### src/rtl/rv32_alu_pkg.sv
// Shared types for the multicycle RV32 ALU: operation select, FSM states, datapath width.
package rv32_alu_pkg;

  localparam int XLEN = 32;

  typedef enum logic [1:0] {
    ALU_ADD = 2'b00,
    ALU_SUB = 2'b01,
    ALU_AND = 2'b10,
    ALU_OR  = 2'b11
  } alu_sel_e;

  typedef enum logic [1:0] {
    IDLE = 2'b00,
    EXEC = 2'b01,
    DONE = 2'b10
  } alu_state_e;

endpackage

### src/rtl/rv32_alu_slice.sv
// Combinational W-bit ALU slice; the top ripples carry_out into the next slice's carry_in.
module rv32_alu_slice
  import rv32_alu_pkg::*;
#(
  parameter int W = 8
) (
  input  logic [W-1:0] a,
  input  logic [W-1:0] b,
  input  logic         carry_in,
  input  alu_sel_e     sel,
  output logic [W-1:0] result,
  output logic         carry_out
);

  logic [W:0] sum;

  always_comb begin
    sum       = '0;
    result    = '0;
    carry_out = 1'b0;
    case (sel)
      ALU_ADD: begin
        sum       = {1'b0, a} + {1'b0, b} + {{W{1'b0}}, carry_in};
        result    = sum[W-1:0];
        carry_out = sum[W];
      end
      // Subtraction as A + ~B + 1; the +1 arrives as the first slice's carry_in.
      ALU_SUB: begin
        sum       = {1'b0, a} + {1'b0, ~b} + {{W{1'b0}}, carry_in};
        result    = sum[W-1:0];
        carry_out = sum[W];
      end
      ALU_AND: result = a & b;
      ALU_OR:  result = a | b;
      default: result = '0;
    endcase
  end

endmodule

### src/rtl/rv32_alu_multicycle.sv
// Multicycle 32-bit ALU: one SLICE_W-bit slice per clock with rippled carry.
// Optional signed-overflow output enabled by defining RV32_ALU_FSM_OVERFLOW_EN.
module rv32_alu_multicycle
  import rv32_alu_pkg::*;
#(
  parameter int SLICE_W = 8
) (
  input  logic        i_clk,
  input  logic        i_rst,
  input  logic        i_en_alu,
  input  logic [31:0] i_operand_one,
  input  logic [31:0] i_operand_two,
  input  logic [1:0]  i_alu_sel,
  input  logic        i_stall_reset,
  output logic        o_carry_out,
  output logic        o_data_valid,
`ifdef RV32_ALU_FSM_OVERFLOW_EN
  output logic        o_overflow,
`endif
  output logic [31:0] o_result
);

  localparam int NUM_SLICES = XLEN / SLICE_W;
  localparam int K_W        = (NUM_SLICES > 1) ? $clog2(NUM_SLICES) : 1;

  alu_state_e      state_reg, state_next;
  logic [XLEN-1:0] a_reg, b_reg;
  alu_sel_e        sel_reg;
  logic [K_W-1:0]  k_reg;
  logic            c_reg;

  logic [SLICE_W-1:0] slice_a, slice_b, slice_res;
  logic               slice_c;
  logic               last_slice;
  logic               is_arith;

  assign slice_a    = a_reg[k_reg*SLICE_W +: SLICE_W];
  assign slice_b    = b_reg[k_reg*SLICE_W +: SLICE_W];
  assign last_slice = (k_reg == K_W'(NUM_SLICES - 1));
  assign is_arith   = (sel_reg == ALU_ADD) || (sel_reg == ALU_SUB);

  rv32_alu_slice #(.W(SLICE_W)) u_slice (
    .a         (slice_a),
    .b         (slice_b),
    .carry_in  (c_reg),
    .sel       (sel_reg),
    .result    (slice_res),
    .carry_out (slice_c)
  );

`ifdef RV32_ALU_FSM_OVERFLOW_EN
  // On the final slice slice_res holds the result MSB; overflow when the sign is inconsistent.
  logic ovf_next;
  always_comb begin
    ovf_next = 1'b0;
    if (sel_reg == ALU_ADD)
      ovf_next = (a_reg[XLEN-1] == b_reg[XLEN-1]) && (slice_res[SLICE_W-1] != a_reg[XLEN-1]);
    else if (sel_reg == ALU_SUB)
      ovf_next = (a_reg[XLEN-1] != b_reg[XLEN-1]) && (slice_res[SLICE_W-1] != a_reg[XLEN-1]);
  end
`endif

  always_ff @(posedge i_clk or negedge i_rst) begin
    if (!i_rst) state_reg <= IDLE;
    else        state_reg <= state_next;
  end

  always_comb begin
    state_next = state_reg;
    case (state_reg)
      IDLE:    if (i_en_alu) state_next = EXEC;
      EXEC:    if (last_slice) state_next = DONE;
      DONE:    if (!(i_stall_reset && i_en_alu)) state_next = IDLE;
      default: state_next = IDLE;
    endcase
  end

  always_ff @(posedge i_clk or negedge i_rst) begin
    if (!i_rst) begin
      a_reg        <= '0;
      b_reg        <= '0;
      sel_reg      <= ALU_ADD;
      k_reg        <= '0;
      c_reg        <= 1'b0;
      o_result     <= '0;
      o_carry_out  <= 1'b0;
      o_data_valid <= 1'b0;
`ifdef RV32_ALU_FSM_OVERFLOW_EN
      o_overflow   <= 1'b0;
`endif
    end else begin
      // Valid tracks occupancy of DONE exactly, including the stalled hold.
      o_data_valid <= (state_next == DONE);
      case (state_reg)
        IDLE: if (i_en_alu) begin
          a_reg       <= i_operand_one;
          b_reg       <= i_operand_two;
          sel_reg     <= alu_sel_e'(i_alu_sel);
          k_reg       <= '0;
          c_reg       <= (alu_sel_e'(i_alu_sel) == ALU_SUB);
          o_result    <= '0;
          o_carry_out <= 1'b0;
`ifdef RV32_ALU_FSM_OVERFLOW_EN
          o_overflow  <= 1'b0;
`endif
        end
        EXEC: begin
          o_result[k_reg*SLICE_W +: SLICE_W] <= slice_res;
          c_reg <= slice_c;
          k_reg <= k_reg + K_W'(1);
          if (last_slice) begin
            o_carry_out <= is_arith & slice_c;
`ifdef RV32_ALU_FSM_OVERFLOW_EN
            o_overflow  <= ovf_next;
`endif
          end
        end
        default: ;
      endcase
    end
  end

endmodule

### config.mk
export PLATFORM = sky130hd
export DESIGN_NAME = rv32_alu_multicycle
export DESIGN_NICKNAME = d
export VERILOG_FILES = /design/src/rtl/rv32_alu_pkg.sv /design/src/rtl/rv32_alu_slice.sv /design/src/rtl/rv32_alu_multicycle.sv
export SDC_FILE = /design/constraint.sdc
export NUM_CORES = 1
export LEC_CHECK = 0
export ABC_CLOCK_PERIOD_IN_PS = 3900
export CORE_ASPECT_RATIO = 1.5
export CORE_MARGIN = 4
export CORE_UTILIZATION = 47
export CTS_CLUSTER_SIZE = 16
export DETAILED_ROUTE_END_ITERATION = 12
export PLACE_DENSITY_LB_ADDON = 0.3
export SETUP_SLACK_MARGIN = 0.02
export SYNTH_ARGS = -nofsm -noshare
export SYNTH_HDL_FRONTEND = slang
export SYNTH_SLANG_ARGS = --single-unit
### constraint.sdc
create_clock -name i_clk -period 3.9 [get_ports i_clk]
set_input_delay 1.17 -clock i_clk [delete_from_list [all_inputs] [get_ports i_clk]]
set_output_delay 1.17 -clock i_clk [all_outputs]
set_load 0.01 [all_outputs]
==> impl_metrics.ini <==
[logic_synthesis]
netlist.area_leader.share = 0.477
yosysMostFrequentCell = dfrtp_1
ys_types = 62
synth-edff-count = 0
ys_warn_count = 0
netlist_top_cells_count = dfrtp_1, mux2_2, nand2_1
netlist_area_um2 = 5500
synth_nets = 560
ys_seq_elements = 105
synthTopCellsByArea = dfrtp_1, mux2_2, mux4_2
ys.flop_type = dfrtp_1
async_flop_share = 1.00
syn_inst = 459
synth_area_leader_cell = dfrtp_1
synth.yosys.seq_area_share = 0.477
syn_area_per_cell_um2 = 12.0

[detailed_routing]
via_per_inst = 5.42
wl_per_cell_um = 16.7
antenna_left = 0
num_vias = 3851
dr.pass1.iters = 4
routed_wirelength_mm = 11.9
drtIter0Drc = 203
drcViolationCount = 0

[die]
die_y_um = 141
core_area_um2 = 11500
die_w_um = 96.3
io_pins = 104
floorplan.initialDensity = 0.480
core.rowCount = 48
dieArea_um2 = 13500

[critical_path]
critical_path.top_delay_family = compound AO/OA/AOI/OAI gates
path_buf_inv = 3
worstSetupStartpointType = register
slowest_stage = mux4_2
slowest_delay_ns = 0.54
worst_setup_path_end_kind = register
critPathMaxFanout = 17
r2r_start = k_reg[0]
critPathArrivalTime_ns = 3.52
required_ns = 4.10
path_cells = buf_12 -> mux4_2 -> inv_1 -> fa_1 -> inv_1 -> fa_1 -> o21bai_1 -> a211oi_1 -> o21bai_1 -> xnor2_1 -> a21oi_1 -> o21ai_0
critical_path.startpoint = k_reg[0]
worstSetupPathType = reg -> reg

[placement]
place.gp.congestion = 0.851
dp_cells = 694
portBuffers = 103
place_ws_ns = 0.543
dpl.hpwl_mm = 9.02

[clocking]
clkSinkCount = 105
clkTransAtPathRegs_ns = 0.07
postCtsHoldBufs = 0
cts-buffers-inserted = 9
postCtsSetupBuffers = 0
clk_path_buf_depth = 2
cts_tree = done
cts_resized = 0
clockRootBuffer = clkbuf_16
htreeDepth = 3
clock_latency_ns = 0.34

[timing]
drv_slew = 0
rsz0062_at_grt = false
skew_ns = 0.00936
maxSlewHeadroom = 0.482
finalCritPeriodShare = 0.851
hold_ws_ns = 0.481
tns_ns = 0
final_hold_viol_count = 0
setup_ws_ns = 0.582
fmax_mhz = 301
period_needed_ns = 3.32
tightest_slew_ns = 0.777
setup_violations = 0

[final_layout]
areaGrowthSynthToFinish_pct = 26.2
antenna_cells = 0
multi_input_area_um2 = 2640
final_cells = 710
ff_latch_area_um2 = 2630
fillerInstances = 959
drive_gt1_frac = 0.207
layout.nets = 656

[global_route]
grt_pass1_vias = 3802
grt_overflow = 0
grt_antenna_before_repair = 0
grt_max_degree = 106
gr-usage-all-layers = 0.186
grt_pass1_wl_mm = 19.3

[status]
outcome = finished, final reports clean

[job]
drv_cap = 0

[pwr]
leakage_uw = 0.00295
ir_drop_uv = 440
p_per_area_nw_per_um2 = 1040
p_total_uw = 7240

[hold_path]
min-delay-start = o_result[2]
hold_class = reg -> reg
## final cells by class
class,count,share of cell area
multi-input combinational,304,0.380
sequential,105,0.378
timing repair buffer,107,0.158
clock buffer,10,0.0344
tap,150,0.0270
inverter,28,0.0151
clock inverter,6,0.00702
## worst paths after layout
kind	to	slack [ns]	cells past startpoint
min	o_result[2]	0.48	2
max in group asynchronous	sel_reg[1]	2.60	2
max reg2reg	o_result[22]	0.58	12
min reg2reg	o_result[2]	0.48	2
min in group asynchronous	b_reg[10]	0.88	2
max	o_result[22]	0.58	12
## cells in the final DEF (no fill, tap or decap), types with 6 or more instances in the layout
cell             Yosys  layout
clkbuf_16            0       9
nor2_1              12      12
a21o_1               6       6
a21oi_1              9       9
nand2_1             48      48
nor2b_1              6       6
ha_1                27      27
clkdlybuf4s50_1      0     102
o21ai_1             19      19
mux4_2              17      17
inv_1               27      27
mux2_2              65      65
dfrtp_1            105     105
o21ai_0             24      24
## worst register-to-register path: cells and delay by family, from the launching register on
family	cells	cell delay, ns
multiplexers	1	0.55
flip-flops	1	0.48
XOR/XNOR	1	0.09
adder cells (fa/ha/maj)	2	0.63
buffers and inverters	3	0.43
AO/OA/AOI/OAI	5	1.00
## routing by layer
| layer | share of wire | track usage | vias up |
|---|---|---|---|
| met5 | 0 | 0 | - |
| met2 | 0.54 | 0.322 | 111 |
| li1 | - | - | 1821 |
| met1 | 0.40 | 0.232 | 1908 |
| met3 | 0.046 | 0.0376 | 11 |
| met4 | 0.015 | 0.0532 | 0 |
## kinds of logic after synthesis
kind of cell | Yosys count | synth area share
flip-flops | 105 | 0.477
AND/OR/NAND/NOR | 97 | 0.0871
AO/OA/AOI/OAI | 89 | 0.104
multiplexers | 82 | 0.203
buffers and inverters | 50 | 0.0432
adder cells (fa/ha/maj) | 31 | 0.0759
XOR/XNOR | 5 | 0.00932
## power by group
| group | leakage (µW) | internal [µW] | switching (µW) |
|---|---|---|---|
| Combinational | 0.00150 | 2110 | 2290 |
| Sequential | 0.00131 | 1610 | 368 |
| Clock | 0.000137 | 459 | 412 |
## per-stage QoR
step	util	cell area, µm²
2_1_floorplan	-	5500
4_1_cts	0.606	6950
3_3_place_gp	0.580	6660
5_1_grt	0.606	6950
6_report	0.606	6950
3_5_place_dp	0.580	6660
(Power assumes the default switching activity.)
